==> config.mk <==
export PLATFORM = sky130hd
export DESIGN_NAME = fetch_stage
export DESIGN_NICKNAME = d
export VERILOG_FILES = /design/src/rtl/micpu_pkg.sv /design/src/rtl/fetch_fifo.sv /design/src/rtl/fetch_stage.sv
export SDC_FILE = /design/constraint.sdc
export NUM_CORES = 1
export LEC_CHECK = 0
export CAP_MARGIN = 30
export CORE_ASPECT_RATIO = 0.7
export CORE_MARGIN = 1.5
export CORE_UTILIZATION = 42
export CTS_BUF_LIST = sky130_fd_sc_hd__clkbuf_8
export CTS_CLUSTER_DIAMETER = 60
export DETAILED_ROUTE_END_ITERATION = 16
export PLACE_DENSITY_LB_ADDON = 0.15
export SLEW_MARGIN = 30
export SYNTH_ARGS = -nofsm -noshare
export SYNTH_HDL_FRONTEND = slang
export SYNTH_SLANG_ARGS = --single-unit
==> constraint.sdc <==
create_clock -name clk -period 4.75 [get_ports clk]
set_input_delay 1.425 -clock clk [delete_from_list [all_inputs] [get_ports clk]]
set_output_delay 1.425 -clock clk [all_outputs]
set_load 0.02 [all_outputs]
==> src/rtl/micpu_pkg.sv <==
// Shared miCPU definitions: default bus widths, reset vector and the
// fetch-queue entry layout used between the fetch stage and decode.
package micpu_pkg;

  localparam int ADDR_W = 32;
  localparam int DATA_W = 32;

  localparam logic [ADDR_W-1:0] RESET_PC  = '0;
  localparam logic [DATA_W-1:0] INSTR_NOP = 32'h0000_0013;

  typedef struct packed {
    logic [ADDR_W-1:0] pc;
    logic [DATA_W-1:0] instr;
  } fetch_entry_t;

endpackage

==> src/rtl/fetch_fifo.sv <==
// Prefetch queue for the fetch stage: synchronous FIFO of {pc, instr}
// entries with a flush that wins over push and pop.
module fetch_fifo
  import micpu_pkg::*;
#(
  parameter int  DEPTH   = 4,
  parameter type entry_t = fetch_entry_t,
  localparam int PTR_W   = $clog2(DEPTH),
  localparam int CNT_W   = $clog2(DEPTH + 1)
) (
  input  logic             clk,
  input  logic             rst,
  input  logic             push,
  input  logic             pop,
  input  logic             flush,
  input  entry_t           din,
  output entry_t           dout,
  output logic [CNT_W-1:0] count
);

  entry_t           mem [DEPTH];
  logic [PTR_W-1:0] wptr;
  logic [PTR_W-1:0] rptr;
  logic             do_pop;

  assign do_pop = pop && (count != '0);
  assign dout   = mem[rptr];

  // NOTE: the storage array is deliberately not reset; count alone decides
  // which slots hold live data, so clearing the RAM would only cost area.
  always_ff @(posedge clk) begin
    if (push && !flush) mem[wptr] <= din;
  end

  // NOTE: sequential state is always written with <=, so every flop sees the
  // pre-edge values of its neighbours regardless of statement order.
  always_ff @(posedge clk or negedge rst) begin
    if (!rst) begin
      wptr  <= '0;
      rptr  <= '0;
      count <= '0;
    end else if (flush) begin
      wptr  <= '0;
      rptr  <= '0;
      count <= '0;
    end else begin
      if (push)   wptr <= wptr + 1'b1;
      if (do_pop) rptr <= rptr + 1'b1;
      case ({push, do_pop})
        2'b10:   count <= count + 1'b1;
        2'b01:   count <= count - 1'b1;
        default: count <= count;
      endcase
    end
  end

endmodule

==> src/rtl/fetch_stage.sv <==
// miCPU instruction fetch: owns the PC, issues reads to a 1-cycle sync
// instruction memory under a credit limit, and queues results for decode.
module fetch_stage #(
  parameter int                ADDR_W   = micpu_pkg::ADDR_W,
  parameter int                DATA_W   = micpu_pkg::DATA_W,
  parameter int                DEPTH    = 4,
  parameter logic [ADDR_W-1:0] RESET_PC = ADDR_W'(micpu_pkg::RESET_PC)
) (
  input  logic              clk,
  input  logic              rst,
  output logic              imem_en,
  output logic [ADDR_W-1:0] imem_addr,
  input  logic [DATA_W-1:0] imem_rdata,
  input  logic              br_taken,
  input  logic [ADDR_W-1:0] br_target,
  output logic              if_valid,
  input  logic              if_ready,
  output logic [DATA_W-1:0] if_instr,
  output logic [ADDR_W-1:0] if_pc
);

  localparam int CNT_W = $clog2(DEPTH + 1);
  localparam int CRD_W = $clog2(DEPTH + 2);

  typedef struct packed {
    logic [ADDR_W-1:0] pc;
    logic [DATA_W-1:0] instr;
  } entry_t;

  logic [ADDR_W-1:0] pc;
  logic [ADDR_W-1:0] req_pc;
  logic              inflight;
  logic [CNT_W-1:0]  occ;
  logic [CRD_W-1:0]  credit;
  logic              pop;
  logic              push;
  logic              issue;
  entry_t            head;
  entry_t            tail;
  logic              unused_br_lsbs;

  // NOTE: every always_comb output gets a value on every path (here by plain
  // assignment at the top) so no latch can be inferred.
  always_comb begin
    if_valid = (occ != '0);
    pop      = if_valid && if_ready;
    // Slots already spoken for: queued entries plus the read still in flight,
    // minus the head leaving this cycle.
    credit   = CRD_W'(occ) + CRD_W'(inflight) - CRD_W'(pop);
    issue    = !br_taken && (credit < CRD_W'(DEPTH));
    push     = inflight && !br_taken;
    tail     = '{pc: req_pc, instr: imem_rdata};
  end

  assign imem_en        = issue && rst;
  assign imem_addr      = pc;
  assign if_instr       = if_valid ? head.instr : '0;
  assign if_pc          = if_valid ? head.pc    : '0;
  assign unused_br_lsbs = ^br_target[1:0];

  always_ff @(posedge clk or negedge rst) begin
    if (!rst) begin
      pc       <= RESET_PC;
      req_pc   <= '0;
      inflight <= 1'b0;
    end else begin
      inflight <= issue;
      if (br_taken) begin
        pc <= {br_target[ADDR_W-1:2], 2'b00};
      end else if (issue) begin
        pc     <= pc + ADDR_W'(4);
        req_pc <= pc;
      end
    end
  end

  fetch_fifo #(
    .DEPTH  (DEPTH),
    .entry_t(entry_t)
  ) u_fifo (
    .clk  (clk),
    .rst  (rst),
    .push (push),
    .pop  (pop),
    .flush(br_taken),
    .din  (tail),
    .dout (head),
    .count(occ)
  );

endmodule

; Yosys cells after proc, flatten, opt, wreduce, memory -nomap -nowiden
; Memories as Yosys holds them, arrays and structs flattened.
; Index checks and enable logic that the tools add are counted.
[op_classes]
bitwise = 1
n_eq_ne = 2
magnitude_cmp = 1
mul = 0
muxes = 12
addsub = 7
div_mod_pow = 0
shift = 0
reduce_logical = 13
[ops]
columns = cell, count
row1 = 2-to-1 mux 32 bit, 4
row2 = adder 32 x 3 -> 32 bit (second input constant), 1
row3 = 2-to-1 mux 2 bit, 4
row4 = logical AND 1 bit, 6
row5 = case mux 3 bit (2 select lines), 1
row6 = nonzero test 2 bit, 3
row7 = nonzero test 3 bit, 2
row8 = adder 2 x 1 -> 2 bit (second input constant), 2
row9 = adder 3 x 1 -> 3 bit, 1
row10 = adder 3 x 1 -> 3 bit (second input constant), 1
row11 = < comparator 3 bit (second input constant), 1
row12 = 2-to-1 mux 3 bit, 1
row13 = subtractor 3 x 1 -> 3 bit, 1
row14 = subtractor 3 x 1 -> 3 bit (second input constant), 1
row15 = equality test 2 x 1 -> 1 bit (second input constant), 1
row16 = equality test 2 bit (second input constant), 1
row17 = 2-to-1 mux 1 bit, 2
row18 = AND reduction 2 bit, 1
row19 = logical NOT 1 bit, 1
row20 = inverter 1 bit, 1
[totals]
ramBits = 256
elab_cells = 43
latchBits = 0
register_bits = 72
memories = 1
mem_bits_ro = 0
[mem_list]
columns = memory, words, word_bits, read_ports, rd_ports_with_merged_regs, write_ports, line
row1 = u_fifo.mem, 4, 64, 1, 0, 1, fetch_fifo.sv:21  ; entry_t mem [DEPTH];

; Logic depth before layout (Yosys ltp)
; Gate-level depths: netlist (run 1).
[logic_depth]
depth_word = 7
depth_mapped = 11

; By module
; Synthesis (run 1) repeated with hierarchy kept, for this count alone.
[hier_totals]
hier_cells = 741
hier_area_um2 = 13201.4
[modules_own_cells]
columns = module, cells_each, area_each_um2, instances
row1 = fetch_fifo, 390, 9701.8, 1
row2 = fetch_stage, 351, 3499.6, 1

; Worst setup path before layout (run 1)
; OpenSTA, ideal clock, no wires.
[synth_timing]
path_type = input to output
from = input port if_ready
to = output port imem_en
slack_ps = 63
path_stages = 10
t_arrival_ps = 3262
t_required_ps = 3325
cell_sequence = o31ai_1 -> inv_1 -> ha_1 -> inv_1 -> ha_1 -> and3b_1 -> o21ai_0 -> a21oi_1 -> buf_2 -> and2_1
[synth_via]
elab_chain_len = 5
[synth_rtl]
columns = item, line
row1 = from (decl), fetch_stage.sv:17  ; input logic if_ready,
row2 = logical AND 1 bit, fetch_stage.sv:46  ; pop = if_valid && if_ready;
row3 = subtractor 3 x 1 -> 3 bit, fetch_stage.sv:49  ; credit = CRD_W'(occ) + CRD_W'(inflight) - CRD_W'(pop);
row4 = < comparator 3 bit, fetch_stage.sv:50  ; issue = !br_taken && (credit < CRD_W'(DEPTH));
row5 = logical AND 1 bit, fetch_stage.sv:50
row6 = via issue, fetch_stage.sv:37  ; logic issue;
row7 = logical AND 1 bit, fetch_stage.sv:55  ; assign imem_en = issue && rst;
row8 = to (decl), fetch_stage.sv:11  ; output logic imem_en,
; The timed path passes the listed nets, and every way through them passes these cells.

; Worst setup path in the final report (run 1)
[layout_timing]
from = input port if_ready
to = output port imem_en
[layout_via]
elab_chain_len = 5
[layout_rtl]
columns = item, line
row1 = logical AND 1 bit, fetch_stage.sv:46
row2 = subtractor 3 x 1 -> 3 bit, fetch_stage.sv:49
row3 = < comparator 3 bit, fetch_stage.sv:50
row4 = logical AND 1 bit, fetch_stage.sv:50
row5 = logical AND 1 bit, fetch_stage.sv:55
; Every way passes these cells.

==> metrics.yaml, run 1 <==
synthArstFlopShare_pct: 21.5
layout.nets: 981
final-instance-count-excl-fill: 1355
post_drt_wl_per_cell_um: 20.9
first_pass_iters: 5
dr_wl_met3_mm: 1.68
max-cap-violations: 0
yosys-top-cells-count: "edfxtp_1 (248), and2_1 (69), dfrtp_1 (68)"
seq_area_frac_synth_pct: 71.7
antenna_cells: 0
routed_wl_mm: 28.3
grt_usage_pct: 18.5
top_layer: "met4"
clock_path_buffers: 3
core_mm2: 0.0299
hold_viol: 0
worstMarginPinSlew_ps: 912
netlist_instances: 704
die_h_um: 149
worstPathArrival_ps: 3210
synth.distinct_cells: 41
clock_latency_ps: 570
clock_skew_ps: 16.9
htreeDepth: 2
cts_hold_buf: 0
drive_above_1_share_pct: 21.4
rsz0062_at_grt: "false"
dr_total_vias: 6988
outcome: "finished, final reports clean"
io_buffers: 159
synthesis.area_mm2: 0.0128
die_area_mm2: 0.0314
path_class: "primary input to output pin"
start_util_pct: 42.6
p_total_mw: 9.17
synth_area_leader_cell: "edfxtp_1"
area_growth_pct: 25.2
required_ps: 3320
grt_antenna_before_repair: 0
max_freq_mhz: 216
wl_met2_mm: 13.8
synth.avg_cell_area_um2: 18.1
drt-initial-drc-count: 391
die_w_um: 211
synth_area_leaders: "edfxtp_1 (58%), dfrtp_1 (13%), mux4_2 (11%)"
cts_inserted_buffers: 50
synth_most_common_cell: "edfxtp_1"
grt_max_degree: 69
maxSlewViolCount: 0
cts_tree: "built"
peakVddDrop_v: 0.000369
finalSetupViolations: 0
period_share_pct: 97.5
rows: 53
drc: 0
endpoint_kind: "output pin"
final_util_pct: 53.4
cts.clk_slew.worst_paths_ps: 50
crit_fanout: 2
critPathLaunchType: "primary input"
num_io_pins: 166
grt-ovfl-total: 0
ys_ff_latch: 316
root_buffer: "clkbuf_8"
post-route-min-period_ps: 4630
synth_edf_count: 248
viasPerCell: 5.16
slew_headroom_pct: 38.7
hold_class: "flip-flop to flip-flop"
power_density_mw_per_mm2: 574
fillCellCount: 2393
met1_length_mm: 12.4
grt_pass1_wl_mm: 43.8
hpwl_mm: 17.1
yosysWarnings: 0
grt_pass1_vias: 7574
synth_top_area_share_pct: 58.4
yosys_most_used_dff: "edfxtp_1"
gp_congestion: 0.795
leakage_nw: 5.50
ant_nets: 0
placed_cells: 1264
cts_num_sinks: 316
## worst paths after layout
| kind | start | cells past startpoint | slack [ps] | end |
|---|---|---|---|---|
| max in group asynchronous | rst | 2 | 3220 | u_fifo.rptr[1] |
| worst min register to register | req_pc[2] | 0 | 500 | u_fifo.mem[0][34] |
| worst max-delay path | if_ready | 12 | 120 | imem_en |
| worst max register to register | u_fifo.count[1] | 13 | 1460 | imem_addr[21] |
| min in group asynchronous | rst | 2 | 950 | imem_addr[26] |
| worst min-delay path | req_pc[2] | 0 | 500 | u_fifo.mem[0][34] |
## where the power goes
part,internal [mW],leakage (nW),switching [mW]
registers,3.56,3.08,0.379
clock network,1.17,0.562,1.02
logic,1.57,1.86,1.48
total,6.29,5.50,2.88
## cell families after synthesis
| kind of cell | Yosys count | share of synthesized area (%) |
|---|---|---|
| DFF | 316 | 71.7 |
| and+or+nand+nor | 144 | 6.49 |
| muxes | 98 | 14.1 |
| AOI/OAI and AO/OA | 58 | 2.94 |
| buffers and inverters | 46 | 1.58 |
| xor gates and xnor gates | 33 | 2.27 |
| adders and majority gates | 8 | 0.844 |
| other | 1 | 0.0294 |
## sequential cells by signal (all words and copies together), names as in the netlist
register      count
imem_addr        30
inflight          1
req_pc           30
u_fifo.count      3
u_fifo.mem      248
u_fifo.rptr       2
u_fifo.wptr       2
## through the flow
| step | setup TNS (ps) | hold WS (ps) | cell area, um^2 | setup WS [ps] |
|---|---|---|---|---|
| 3_3_place_gp | -559 | 484 | 15000 | -559 |
| 3_5_place_dp | -645 | 499 | 15000 | -645 |
| 5_1_grt | 0 | 536 | 16000 | 18.0 |
| 4_1_cts | 0 | 508 | 16000 | 111 |
| 6_report | 0 | 497 | 16000 | 116 |
| 2_1_floorplan | 0 | 469 | 12800 | 62.9 |
## critical path, cell delays in order
cell           delay (ps)
dlygate4sd2_1         230
o31ai_2                80
inv_1                  90
ha_1                  140
inv_1                  40
ha_1                  280
and3b_1               180
o21ai_1                70
buf_4                 180
a21oi_4               190
and2_4                180
buf_4                 130
## metal layers
metal | GRT usage [%] | vias to the layer above
met3 | 4.59 | 46
met2 | 29.8 | 197
met1 | 25.4 | 3602
met5 | 0 | -
li1 | - | 3143
met4 | 4.96 | 0
## layout make-up
class | count | area (um^2) | area share [%]
clock inverter | 35 | 196 | 1.23
timing repair buffer | 183 | 1860 | 11.7
multi-input combinational | 345 | 3450 | 21.6
clock buffer | 55 | 757 | 4.74
tap | 412 | 515 | 3.23
inverter | 9 | 33.8 | 0.212
sequential | 316 | 9160 | 57.3
## cells in the final DEF (no fill, tap or decap), types with 2 or more instances in the layout
master | netlist | final
a211oi_2 | 1 | 2
a21oi_1 | 3 | 2
a31oi_1 | 2 | 2
and2_1 | 69 | 64
and2_4 | 0 | 5
and3_1 | 4 | 4
and4_1 | 4 | 4
buf_12 | 0 | 8
buf_4 | 4 | 17
bufinv_16 | 0 | 2
clkbuf_8 | 0 | 55
clkdlybuf4s50_1 | 0 | 155
clkinv_1 | 1 | 7
clkinv_2 | 0 | 7
conb_1 | 1 | 4
dfrtp_1 | 68 | 66
dfrtp_4 | 0 | 2
edfxtp_1 | 248 | 248
ha_1 | 7 | 7
inv_1 | 8 | 27
mux2_2 | 32 | 32
mux2i_1 | 3 | 3
mux4_2 | 62 | 62
nand2_1 | 29 | 29
nand3_1 | 9 | 9
nand4_1 | 3 | 3
nor2_1 | 14 | 14
nor4_2 | 2 | 2
o2111ai_1 | 11 | 11
o211ai_1 | 7 | 7
o21ai_0 | 30 | 29
or3_1 | 4 | 3
xnor2_1 | 10 | 10
xor2_1 | 23 | 23
## what timing repair did
item	CTS	global route
resized for setup	9	0
endpoints found under the setup margin	1	0
buffers inserted	1	0
(Power assumes the default switching activity.)
==> run 2, diff against run 1 <==
--- a/config.mk
+++ b/config.mk
@@ -12,8 +12,10 @@
 export CTS_BUF_LIST = sky130_fd_sc_hd__clkbuf_8
 export CTS_CLUSTER_DIAMETER = 60
 export DETAILED_ROUTE_END_ITERATION = 16
+export DONT_BUFFER_PORTS = 1
 export PLACE_DENSITY_LB_ADDON = 0.15
-export SLEW_MARGIN = 30
+export SKIP_LAST_GASP = 1
+export SLEW_MARGIN = 10
 export SYNTH_ARGS = -nofsm -noshare
 export SYNTH_HDL_FRONTEND = slang
 export SYNTH_SLANG_ARGS = --single-unit
==> metrics.yaml, run 2 (synthesis gave the netlist of run 1 again) <==
htreeDepth: 2  # unchanged
largest_register_ffs: 248  # unchanged
gr-usage-met3_pct: 5.33  # +0.74 points
layout.nets: 812  # -17%
endpoint_kind: "output pin"
cts.clk_slew.worst_paths_ps: 60  # about the same
hold_class: "flip-flop to flip-flop"
fillCellCount: 2558  # +6.9%
slew_headroom_pct: 36.4  # -2.4 points
grt_pass1_vias: 6976  # -7.9%
core_mm2: 0.0299  # unchanged
cts_inserted_buffers: 49  # -2.0%
crit_fanout: 3  # +1
regMostFlops: "u_fifo.mem"
layout_commonest_cell: "edfxtp_1"
grt_max_degree: 70  # +1.4%
clock_path_buffers: 3  # unchanged
io_buffers: 0  # -100%
worstPathArrival_ps: 3110  # -100 ps
worstMarginPinSlew_ps: 947  # +35.2 ps
start_util_pct: 42.6  # unchanged
peakVddDrop_v: 0.000272  # -26%
viasPerCell: 5.38  # +4.3%
die_area_mm2: 0.0314  # unchanged
grt-ovfl-total: 0  # unchanged
hold_viol: 0  # unchanged
grt_busiest_layer: "met2"
power_density_mw_per_mm2: 579  # +0.73%
dr_total_vias: 6400  # -8.4%
fin_setup_tns_ps: 0  # unchanged
clock_latency_ps: 570  # about the same
ant_nets: 0  # unchanged
gp_congestion: 0.787  # -0.96%
drt-initial-drc-count: 407  # +4.1%
first_pass_iters: 5  # unchanged
drc: 0  # unchanged
cts_tree: "built"
max-cap-violations: 0  # unchanged
cts_num_sinks: 316  # unchanged
drive_above_1_share_pct: 23.6  # +2.1 points
root_buffer: "clkbuf_8"
final_util_pct: 47.7  # -5.7 points
required_ps: 3320  # about the same
max_freq_mhz: 220  # +2.1%
maxSlewViolCount: 0  # unchanged
post_cts_resize_count: 0  # -9
die_h_um: 149  # unchanged
outcome: "finished, final reports clean"
post-route-min-period_ps: 4540  # -96.9 ps
post_cts_buffers: 0  # -1
cts_hold_buf: 0  # unchanged
critPathLaunchType: "primary input"
num_io_pins: 166  # unchanged
finalSetupViolations: 0  # unchanged
rsz0062_at_grt: "false"
grt_pass1_wl_mm: 42.3  # -3.4%
grt_usage_pct: 18.2  # -0.34 points
routed_wl_mm: 27.7  # -2.3%
path_class: "primary input to output pin"
rows: 53  # unchanged
final_cell_mix: "edfxtp_1 (248), dfrtp_1 (66), and2_1 (65)"
globalRouteMet2Util_pct: 29.7  # -0.18 points
gr-usage-met1_pct: 24.0  # -1.4 points
hpwl_mm: 16.5  # -3.6%
grt_antenna_before_repair: 1  # +1
die_w_um: 211  # unchanged
leakage_nw: 4.83  # -12%
clock_skew_ps: 12.7  # -4.12 ps
period_share_pct: 95.5  # -2.0 points
area_growth_pct: 11.9
post_drt_wl_per_cell_um: 23.2  # +11%
-- run 2: cell types whose count changed in the layout (fill, tap and decap cells not counted), moves of 2 or more --
cell             before  now
buf_4                17    9
buf_16                0    4
bufinv_16             2    0
clkinv_1              7   11
clkdlybuf4s50_1     155    0
buf_12                8    2
clkinv_2              7    4
inv_1                27   30
-- run 2: critical path: stages --
cell and delay [ps]:
o31ai_1 80, inv_1 110, ha_1 200, inv_1 60, ha_1 220, and3b_1 220
o21ai_0 420, a21oi_4 90, and2_1 280
-- run 2: layout make-up --
type	count	area, um^2	area share (%)
sequential	316	9160	64.2
multi-input combinational	345	3440	24.1
clock buffer	54	743	5.21
tap	412	515	3.61
timing repair buffer	15	218	1.53
clock inverter	38	155	1.09
inverter	9	33.8	0.237
antenna	1	2.50	0.0175
-- run 2: metrics by stage --
step	total power, mW	setup WS (ps)	hold WS (ps)	cell area [um^2]	std cells
after floorplan	5.68	62.9	469	12800	707
after global routing	8.70	80.1	509	14300	1189
after detailed placement	6.31	223	501	13400	1097
after global placement	6.20	262	482	13200	1092
final	8.25	213	513	14300	1190
after CTS	8.40	220	501	14300	1189
-- run 2: final timing paths --
check | from | endpoint | slack, ps | cells after the start
max in group asynchronous | rst | u_fifo.rptr[1] | 4040 | 0
min in group asynchronous | rst | imem_addr[28] | 550 | 0
setup reg to reg | u_fifo.count[1] | imem_addr[21] | 1690 | 11
setup / recovery | if_ready | imem_en | 210 | 9
hold / removal | req_pc[17] | u_fifo.mem[1][49] | 510 | 0
hold reg to reg | req_pc[17] | u_fifo.mem[1][49] | 510 | 0
-- run 2: per-layer routing --
| metal | share of wire (%) | wire length, um | vias to the layer above |
|---|---|---|---|
| li1 | - | - | 2804 |
| met5 | 0 | 0 | - |
| met3 | 6.7 | 1860 | 42 |
| met1 | 42 | 11700 | 3378 |
| met2 | 49 | 13600 | 176 |
| met4 | 1.7 | 476 | 0 |
-- run 2: power breakdown --
group | switching [mW] | internal (mW) | total [mW]
Clock | 1.02 | 1.04 | 2.06
Combinational | 1.30 | 0.905 | 2.20
Sequential | 0.433 | 3.55 | 3.99
Total | 2.75 | 5.50 | 8.25
==> run 3, diff against run 2 <==
--- a/config.mk
+++ b/config.mk
@@ -9,13 +9,12 @@
 export CORE_ASPECT_RATIO = 0.7
 export CORE_MARGIN = 1.5
 export CORE_UTILIZATION = 42
-export CTS_BUF_LIST = sky130_fd_sc_hd__clkbuf_8
+export CTS_BUF_LIST = sky130_fd_sc_hd__clkbuf_16
 export CTS_CLUSTER_DIAMETER = 60
 export DETAILED_ROUTE_END_ITERATION = 16
-export DONT_BUFFER_PORTS = 1
 export PLACE_DENSITY_LB_ADDON = 0.15
 export SKIP_LAST_GASP = 1
-export SLEW_MARGIN = 10
+export SLEW_MARGIN = 20
 export SYNTH_ARGS = -nofsm -noshare
 export SYNTH_HDL_FRONTEND = slang
 export SYNTH_SLANG_ARGS = --single-unit
==> metrics.yaml, run 3 (synthesis gave the netlist of run 1 again) <==
first_pass_iters: 5  # unchanged
peakVddDrop_v: 0.000364  # +34%
grt_pass1_wl_mm: 43.5  # +2.9%
clock_latency_ps: 550  # -20 ps
path_delay_family: "buffers and inverters"
grt_pass1_vias: 7383  # +5.8%
area_growth_pct: 25.3
final_cell_mix: "edfxtp_1 (248), clkdlybuf4s50_1 (155), dfrtp_1 (66)"
io_buffers: 159  # +159
period_share_pct: 97.3  # +1.7 points
required_ps: 3320  # about the same
p_total_mw: 9.25  # +12%
cts_tree: "built"
post-route-min-period_ps: 4620  # +82.8 ps
dr_total_vias: 6916  # +8.1%
timing.critical_path.cells: "dlygate4sd2_1 -> o31ai_2 -> inv_1 -> ha_1 -> inv_1 -> ha_1 -> and3b_1 -> o21ai_1 -> buf_4 -> a21oi_4 -> and2_4 -> buf_4"
reg2reg_slack_ps: 1420  # -270 ps
grt_usage_pct: 18.3  # +0.15 points
clock_skew_ps: 10.0  # -2.72 ps
critPathSlowestCell: "ha_1"
layout.nets: 963  # +19%
clock_path_buffers: 3  # unchanged
routed_wl_mm: 28.1  # +1.6%
post_drt_wl_per_cell_um: 21.2  # -8.7%
path_class: "primary input to output pin"
hold_start: "req_pc[18]"
start_util_pct: 42.6  # unchanged
die_h_um: 149  # unchanged
hpwl_mm: 17.1  # +3.7%
reg2reg_depth: 13  # +2
hold_class: "flip-flop to flip-flop"
power_density_mw_per_mm2: 579  # +0.10%
worstMarginPinSlew_ps: 954  # +6.80 ps
ant_nets: 0  # unchanged
regMostFlops: "u_fifo.mem"
root_buffer: "clkbuf_16"
largest_register_ffs: 248  # unchanged
final-instance-count-excl-fill: 1323  # +11%
rsz0062_at_grt: "false"
cts.clk_slew.worst_paths_ps: 60  # about the same
startpoint: "if_ready"
critPathBufInv: 5  # +3
critPathLaunchType: "primary input"
critPathMaxStageDelay_ps: 290  # -130 ps
die_area_mm2: 0.0314  # unchanged
max_freq_mhz: 216  # -1.8%
die_w_um: 211  # unchanged
viasPerCell: 5.23  # -2.8%
layout_commonest_cell: "edfxtp_1"
endpoint_kind: "output pin"
r2r_end: "imem_addr[21]"
cts_hold_buf: 0  # unchanged
num_io_pins: 166  # unchanged
fillCellCount: 2395  # -6.4%
grt_antenna_before_repair: 0  # -1
multiInputGateArea_mm2: 0.00345  # +0.22%
rows: 53  # unchanged
cts_num_sinks: 316  # unchanged
crit_fanout: 2  # -1
drive_above_1_share_pct: 19.1  # -4.5 points
antenna_cells: 0  # -1
drc: 0  # unchanged
htreeDepth: 1  # -1
gp_congestion: 0.795  # +0.97%
slew_headroom_pct: 35.9  # -0.46 points
reg2reg_from: "u_fifo.count[2]"
cts_inserted_buffers: 31  # -37%
grt_max_degree: 69  # -1.4%
worstPathArrival_ps: 3190  # +80 ps
hold_path_end: "u_fifo.mem[1][50]"
outcome: "finished, final reports clean"
max-cap-violations: 0  # unchanged
finalSetupViolations: 0  # unchanged
maxSlewViolCount: 0  # unchanged
grt-ovfl-total: 0  # unchanged
hold_viol: 0  # unchanged
core_mm2: 0.0299  # unchanged
ff_latch_area_mm2: 0.00916  # unchanged
drt-initial-drc-count: 355  # -13%
placed_cells: 1264  # +15%
min_path_cells: 0  # unchanged
leakage_nw: 5.44  # +13%
## run 3: power breakdown
part           leakage (nW)  total (mW)  switching [mW]  internal (mW)
Combinational          1.87        3.05            1.48           1.57
Sequential             3.08        3.93           0.377           3.55
Clock                 0.497        2.28           0.997           1.28
## run 3: how the worst max path moves through the flow
stage,depth (start not counted),endpoint,slack (ps)
final,12,imem_en,130
after global routing,12,imem_en,5
after CTS,12,imem_en,110
after detailed placement,12,imem_en,-650
after global placement,12,imem_en,-560
after floorplan,10,imem_en,60
## run 3: worst reg2reg max path, cell delays in order, from the launching register on
cell and delay (ps):
dfrtp_1 460, o31ai_2 310, inv_1 100, ha_1 180, inv_1 50, ha_1 230, and3b_1 180, buf_4 130
buf_4 140, nor4_2 620, buf_4 300, o2111ai_1 150, xor2_1 190, o21ai_0 200
## run 3: what timing repair did
action / CTS / global route
resized for setup: 9 / 0
setup endpoints to repair: 1 / 0
buffers inserted: 1 / 0
## run 3: final cells by class
type                    count  share of cell area (%)
repair buffers            184                    11.8
well taps                 412                    3.23
clock buffers              31                    4.86
inverters                   9                   0.211
multi-input cells         345                    21.6
clock inverters            26                    1.00
flip-flops and latches    316                    57.3
## run 3: through the flow
step / setup TNS, ps / util (%) / setup WS, ps / hold WS (ps) / area (um^2)
2_1_floorplan: 0 / - / 62.9 / 469 / 12800
3_5_place_dp: -645 / 50.2 / -645 / 499 / 15000
5_1_grt: 0 / 53.4 / 4.90 / 535 / 16000
4_1_cts: 0 / 53.3 / 111 / 513 / 15900
3_3_place_gp: -559 / 50.2 / -559 / 484 / 15000
6_report: 0 / 53.4 / 131 / 509 / 16000
## run 3: routing by layer
layer,track usage (%),part of all wire [%],up-vias
li1,-,-,3106
met1,25.6,44,3582
met2,30.0,48,186
met3,3.83,5.8,42
met4,3.86,1.8,0
met5,0,0,-
